## config.mk

```make
export PLATFORM = sky130hd
export DESIGN_NAME = flow_ctrl_fsm_flat
export DESIGN_NICKNAME = d
export VERILOG_FILES = /design/src/rtl/flow_ctrl_if.sv /design/src/rtl/flow_ctrl_fsm.sv /design/src/flat_wrapper.sv
export SDC_FILE = /design/constraint.sdc
export NUM_CORES = 1
export LEC_CHECK = 0
export CORE_ASPECT_RATIO = 1.2
export CORE_MARGIN = 2
export CORE_UTILIZATION = 30
export CTS_BUF_LIST = sky130_fd_sc_hd__clkbuf_4 sky130_fd_sc_hd__clkbuf_8
export CTS_CLUSTER_DIAMETER = 150
export DETAILED_ROUTE_END_ITERATION = 6
export GPL_TIMING_DRIVEN = 0
export SLEW_MARGIN = 20
export SYNTH_ARGS = -nofsm -noshare
export SYNTH_HDL_FRONTEND = slang
export SYNTH_SLANG_ARGS = --single-unit
```

## constraint.sdc

```tcl
create_clock -name clk -period 5.2 [get_ports clk]
set_input_delay 1.04 -clock clk [delete_from_list [all_inputs] [get_ports clk]]
set_output_delay 1.04 -clock clk [all_outputs]
set_load 0.05 [all_outputs]
```

## src/rtl/flow_ctrl_if.sv

```systemverilog
// Purpose: control/status bundle between the switch datapath and the flow-control FSM.
// Latency: wires only, no storage.
// Backpressure: none; arb_enable from the FSM gates the arbiter.
interface flow_ctrl_if #(
  parameter int NUM_FIFOS = 8,
  parameter int THR_W     = 5
);
  logic                 init;
  logic [THR_W-1:0]     umbral_alto_in;
  logic [THR_W-1:0]     umbral_bajo_in;
  logic [NUM_FIFOS-1:0] fifo_empty;
  logic [NUM_FIFOS-1:0] fifo_error;
  logic [THR_W-1:0]     umbral_alto;
  logic [THR_W-1:0]     umbral_bajo;
  logic                 arb_enable;
  logic                 idle;
  logic [NUM_FIFOS-1:0] error_out;
  logic                 cfg_err;
  logic [2:0]           state;

  // Datapath side: requests config, reports FIFO flags, consumes thresholds/enables.
  modport master (
    output init, umbral_alto_in, umbral_bajo_in, fifo_empty, fifo_error,
    input  umbral_alto, umbral_bajo, arb_enable, idle, error_out, cfg_err, state
  );

  // FSM side.
  modport slave (
    input  init, umbral_alto_in, umbral_bajo_in, fifo_empty, fifo_error,
    output umbral_alto, umbral_bajo, arb_enable, idle, error_out, cfg_err, state
  );
endinterface

```

## src/rtl/flow_ctrl_fsm.sv

```systemverilog
// Purpose: sequences the FIFO switch through RESET/INIT/IDLE/ACTIVE/ERROR, holds thresholds, records FIFO faults.
// Latency: one cycle from input sample to new state; arb_enable/idle/state decode the state register directly.
// Backpressure: arb_enable drops in every state except ACTIVE; ERROR holds traffic off until reset.
module flow_ctrl_fsm #(
  parameter int NUM_FIFOS       = 8,
  parameter int THR_W           = 5,
  parameter int DEPTH           = 16,
  parameter int IDLE_CYCLES     = 4,
  parameter int DEF_UMBRAL_ALTO = 12,
  parameter int DEF_UMBRAL_BAJO = 2
) (
  input logic        clk,
  input logic        reset,
  flow_ctrl_if.slave bus
);

  typedef enum logic [2:0] {
    ST_RESET  = 3'd0,
    ST_INIT   = 3'd1,
    ST_IDLE   = 3'd2,
    ST_ACTIVE = 3'd3,
    ST_ERROR  = 3'd4
  } state_t;

  localparam int CNT_W = (IDLE_CYCLES < 2) ? 1 : $clog2(IDLE_CYCLES + 1);
  localparam logic [CNT_W-1:0] CNT_LAST = CNT_W'(IDLE_CYCLES - 1);
  localparam logic [THR_W-1:0] THR_MAX  = THR_W'(DEPTH - 1);
  localparam logic [THR_W-1:0] DEF_ALTO = THR_W'(DEF_UMBRAL_ALTO);
  localparam logic [THR_W-1:0] DEF_BAJO = THR_W'(DEF_UMBRAL_BAJO);

  state_t               state_q, state_d;
  logic [CNT_W-1:0]     drain_q, drain_d;
  logic [THR_W-1:0]     alto_q, alto_d;
  logic [THR_W-1:0]     bajo_q, bajo_d;
  logic [NUM_FIFOS-1:0] err_q, err_d;
  logic                 cfg_err_q, cfg_err_d;
  logic                 cfg_valid;
  logic                 all_empty;
  logic                 any_error;

  // Request qualification: 1 <= bajo < alto <= DEPTH-1, all unsigned at THR_W bits.
  always_comb begin
    cfg_valid = (bus.umbral_bajo_in != '0) &&
                (bus.umbral_bajo_in < bus.umbral_alto_in) &&
                (bus.umbral_alto_in <= THR_MAX);
    all_empty = &bus.fifo_empty;
    any_error = |bus.fifo_error;
  end

  // Next-state, threshold, drain-counter and error-record logic.
  always_comb begin
    state_d   = state_q;
    drain_d   = drain_q;
    alto_d    = alto_q;
    bajo_d    = bajo_q;
    err_d     = err_q;
    cfg_err_d = cfg_err_q;
    case (state_q)
      ST_RESET: begin
        state_d = ST_INIT;
        drain_d = '0;
      end
      ST_INIT: begin
        // Error flags are meaningless before the datapath is configured.
        drain_d = '0;
        if (bus.init) begin
          if (cfg_valid) begin
            alto_d    = bus.umbral_alto_in;
            bajo_d    = bus.umbral_bajo_in;
            cfg_err_d = 1'b0;
          end else begin
            cfg_err_d = 1'b1;
          end
        end else begin
          state_d = ST_IDLE;
        end
      end
      ST_IDLE: begin
        drain_d = '0;
        err_d   = err_q | bus.fifo_error;
        if (any_error)       state_d = ST_ERROR;
        else if (bus.init)   state_d = ST_INIT;
        else if (!all_empty) state_d = ST_ACTIVE;
      end
      ST_ACTIVE: begin
        // init is deliberately ignored here: no reconfiguration under traffic.
        err_d = err_q | bus.fifo_error;
        if (any_error) begin
          state_d = ST_ERROR;
          drain_d = '0;
        end else if (!all_empty) begin
          drain_d = '0;
        end else if (drain_q == CNT_LAST) begin
          state_d = ST_IDLE;
          drain_d = '0;
        end else begin
          drain_d = drain_q + CNT_W'(1);
        end
      end
      ST_ERROR: begin
        err_d   = err_q | bus.fifo_error;
        drain_d = '0;
      end
      default: begin
        state_d = ST_RESET;
        drain_d = '0;
      end
    endcase
  end

  // State and configuration registers; reset overrides every transition.
  always_ff @(posedge clk) begin
    if (reset) begin
      state_q   <= ST_RESET;
      drain_q   <= '0;
      alto_q    <= DEF_ALTO;
      bajo_q    <= DEF_BAJO;
      err_q     <= '0;
      cfg_err_q <= 1'b0;
    end else begin
      state_q   <= state_d;
      drain_q   <= drain_d;
      alto_q    <= alto_d;
      bajo_q    <= bajo_d;
      err_q     <= err_d;
      cfg_err_q <= cfg_err_d;
    end
  end

  assign bus.umbral_alto = alto_q;
  assign bus.umbral_bajo = bajo_q;
  assign bus.error_out   = err_q;
  assign bus.cfg_err     = cfg_err_q;
  assign bus.state       = state_q;
  assign bus.arb_enable  = (state_q == ST_ACTIVE);
  assign bus.idle        = (state_q == ST_IDLE);

endmodule
```

## src/flat_wrapper.sv

```systemverilog
// flat-port wrapper written by rule: the top's interface ports become plain ports
module flow_ctrl_fsm_flat 
#(
  parameter int NUM_FIFOS       = 8,
  parameter int THR_W           = 5,
  parameter int DEPTH           = 16,
  parameter int IDLE_CYCLES     = 4,
  parameter int DEF_UMBRAL_ALTO = 12,
  parameter int DEF_UMBRAL_BAJO = 2
)
  (clk, reset, bus_init, bus_umbral_alto_in, bus_umbral_bajo_in, bus_fifo_empty, bus_fifo_error, bus_umbral_alto, bus_umbral_bajo, bus_arb_enable, bus_idle, bus_error_out, bus_cfg_err, bus_state);
  flow_ctrl_if #(.NUM_FIFOS(NUM_FIFOS), .THR_W(THR_W)) bus_i ();
  input logic clk;
  input logic reset;
  input wire logic [$bits(bus_i.init)-1:0] bus_init;
  input wire logic [$bits(bus_i.umbral_alto_in)-1:0] bus_umbral_alto_in;
  input wire logic [$bits(bus_i.umbral_bajo_in)-1:0] bus_umbral_bajo_in;
  input wire logic [$bits(bus_i.fifo_empty)-1:0] bus_fifo_empty;
  input wire logic [$bits(bus_i.fifo_error)-1:0] bus_fifo_error;
  output wire logic [$bits(bus_i.umbral_alto)-1:0] bus_umbral_alto;
  output wire logic [$bits(bus_i.umbral_bajo)-1:0] bus_umbral_bajo;
  output wire logic [$bits(bus_i.arb_enable)-1:0] bus_arb_enable;
  output wire logic [$bits(bus_i.idle)-1:0] bus_idle;
  output wire logic [$bits(bus_i.error_out)-1:0] bus_error_out;
  output wire logic [$bits(bus_i.cfg_err)-1:0] bus_cfg_err;
  output wire logic [$bits(bus_i.state)-1:0] bus_state;
  assign bus_i.init = bus_init;
  assign bus_i.umbral_alto_in = bus_umbral_alto_in;
  assign bus_i.umbral_bajo_in = bus_umbral_bajo_in;
  assign bus_i.fifo_empty = bus_fifo_empty;
  assign bus_i.fifo_error = bus_fifo_error;
  assign bus_umbral_alto = bus_i.umbral_alto;
  assign bus_umbral_bajo = bus_i.umbral_bajo;
  assign bus_arb_enable = bus_i.arb_enable;
  assign bus_idle = bus_i.idle;
  assign bus_error_out = bus_i.error_out;
  assign bus_cfg_err = bus_i.cfg_err;
  assign bus_state = bus_i.state;
  flow_ctrl_fsm #(.NUM_FIFOS(NUM_FIFOS), .THR_W(THR_W), .DEPTH(DEPTH), .IDLE_CYCLES(IDLE_CYCLES), .DEF_UMBRAL_ALTO(DEF_UMBRAL_ALTO), .DEF_UMBRAL_BAJO(DEF_UMBRAL_BAJO)) u_core (.clk(clk), .reset(reset), .bus(bus_i));
endmodule
```

==> run metrics <==
run status=finished with violations; failing checks=design-rule violations; Iter 0 DRT Violations=39; post-synthesis cell type count=29; cells along the critical path=nand2b_1, nor2_1, clkdlybuf4s50_1; Die H=69.72 um; Post-synth EDFFs=0; Synth Cell Area=1080 sq um; Core ar.=3396 sq um; Initial Utilization=31.80%; nets@finish=210; final period utilization=57.41%; Fin. Hold Viols=0; synth warn=0; cts repair resizes=0; RSZ-0062 raised after global routing=no; port bufs=52; Top FF cell, synth=dfxtp_1; Post-Route WL=2820 um; dominant cell type by area after synthesis=dfxtp_1; num rows=23; DP Area=1647 sq um; CTS root buffer=clkbuf_8; worst hold path class=reg2reg; H-Tree Depth=1; cts bufs inserted=3; Finished Cell Area=1695 sq um; register area share after synthesis=46.35%; Power Total=438.1 uW; top post-synthesis cells by area=dfxtp_1 46%, nor2_1 8.3%, ha_1 7.0%; CP Capture Type=output pin; DR vias=1044; TritonRoute pass-1 iters=7; Worst VDD drop=156.0 uV; critical path class=reg2out; CTS Hold Bufs=0; Layout Skew=0.01000 ns; clk slew on worst S/H paths=0.09 ns; FFs w/ async S/R, synth=0%; final RePlAce weighted congestion=0.7939; first-pass GRT wire length=4678 um; Detailed Place HPWL=2164 um; commonest cells in the netlist=25 x dfxtp_1, 24 x nor2_1, 10 x a21oi_1, 7 x inv_1; Vias/cell=4.948; Crit path arrival time=1.95 ns; area grow syn2layout=57.01%; post-synth top area share=46.35%; gr usage total=14.60%; Slew HR=60.48%; Max Fclk=335.0 MHz; syn_area_per_cell=9.151 sq um; deepest clock path buffer count=2; Die Width=58.77 um; Clock Sinks=25; fin util=49.93%; #FFs+latches synth=25; MaxCap Viol Count=0; fillers=342; wire per inst=13.36 um; CP startpoint kind=register; Leak Pwr=0.6323 nW; PD cells=258.4 nW/um^2; Slowest-stage cell, CP=clkdlybuf4s50_1; initial antenna violation count=0; Worst Path Max Fanout=9; post-route setup TNS=0 ns; cell with the most instances after synthesis=dfxtp_1; GRT overflow=0; Mapped Nets=153; die area=4097 sq um; Worst EP required=4.16 ns; share of layout cells above drive strength 1=5.172%; Final Max Tran Viols=0; CTS tree=done; io pins=53; ANT nets after route=0; postcts setup bufs=0; pin count of the biggest net entering global routing=16; clk_lat worst skew=0.28 ns; Synth Instances=118; Slew @ Worst Pin=0.5888 ns; Worst path max stage delay=0.84 ns; Final Critical Period=2.985 ns; Final Setup Violations=0; diode count=0; DR DRC count=4; vias in the first global route=1078
## logic make-up (layout without fill, tap and decap cells)
logic type,Yosys count,in the layout,synth area share [%]
buffers and inverters,10,66,4.172
and+or+nand+nor,47,47,22.02
DFF,25,25,46.35
AOI/OAI and AO/OA,24,24,14.95
muxes,6,6,5.562
adders and majority gates,6,6,6.952
## cells in the final DEF (no fill, tap or decap), drive strengths merged, types with 2 or more instances in the layout
| cell | count |
|---|---|
| a211o | 3 |
| a21oi | 10 |
| a31oi | 3 |
| and2b | 2 |
| clkbuf | 5 |
| clkdlybuf4s50 | 52 |
| dfxtp | 25 |
| ha | 6 |
| inv | 7 |
| mux2i | 6 |
| nand2 | 5 |
| nand4 | 3 |
| nor2 | 24 |
| nor2b | 2 |
| nor3 | 3 |
| o21ai | 3 |
| or4 | 3 |
## metal layers
layer,wire [um],part of all wire (%),global-route usage (%),vias to the layer above
li1,-,-,-,526
met1,1178,42,16.38,473
met2,1370,49,25.80,40
met3,222,7.9,2.612,5
met4,49,1.7,6.566,0
met5,0,0,0,-
## report_power, final
group          internal [mW]  switching [mW]
clock network         0.0544          0.0639
registers              0.200         0.00671
logic                 0.0493          0.0635
## stage by stage
stage          worst slack [ns]  cells  hold slack, ns
3_3_place_gp              2.055    207          0.4081
2_1_floorplan             2.515    118          0.3992
3_5_place_dp              2.002    207          0.4176
4_1_cts                   2.192    211          0.4311
6_report                  2.215    211          0.4295
5_1_grt                   2.087    211          0.4629
## worst max-delay path: cells and delay by family (launching register included)
family | cells | cell delay (ns)
buf+inv | 1 | 0.84
simple gates | 2 | 0.35
flops | 1 | 0.48
## sequential cells by signal (all words and copies together) (netlist names)
| register | cells |
|---|---|
| u_core.bus.cfg_err | 1 |
| u_core.bus.error_out | 8 |
| u_core.bus.state | 3 |
| u_core.bus.umbral_alto | 5 |
| u_core.bus.umbral_bajo | 5 |
| u_core.drain_q | 3 |
## layout make-up
| class | count | area [sq um] | area share, % |
|---|---|---|---|
| Inverter | 7 | 26.28 | 1.550 |
| Clock buffer | 3 | 41.29 | 2.435 |
| Clock inverter | 1 | 7.507 | 0.4428 |
| Sequential cell | 25 | 500.5 | 29.52 |
| Timing Repair Buffer | 52 | 520.5 | 30.70 |
| Multi-Input combinational cell | 83 | 534.3 | 31.51 |
| Buffer | 3 | 18.77 | 1.107 |
| Tap cell | 37 | 46.29 | 2.731 |
## final timing paths
path | from | to | slack (ns) | cells past startpoint
max | u_core.bus.state[1] | bus_arb_enable | 2.21 | 3
min | u_core.drain_q[0] | u_core.drain_q[0] | 0.43 | 1
max reg2reg | u_core.bus.state[1] | u_core.bus.umbral_alto[2] | 3.49 | 5
min reg2reg | u_core.drain_q[0] | u_core.drain_q[0] | 0.43 | 1
(Power assumes the default switching activity.)
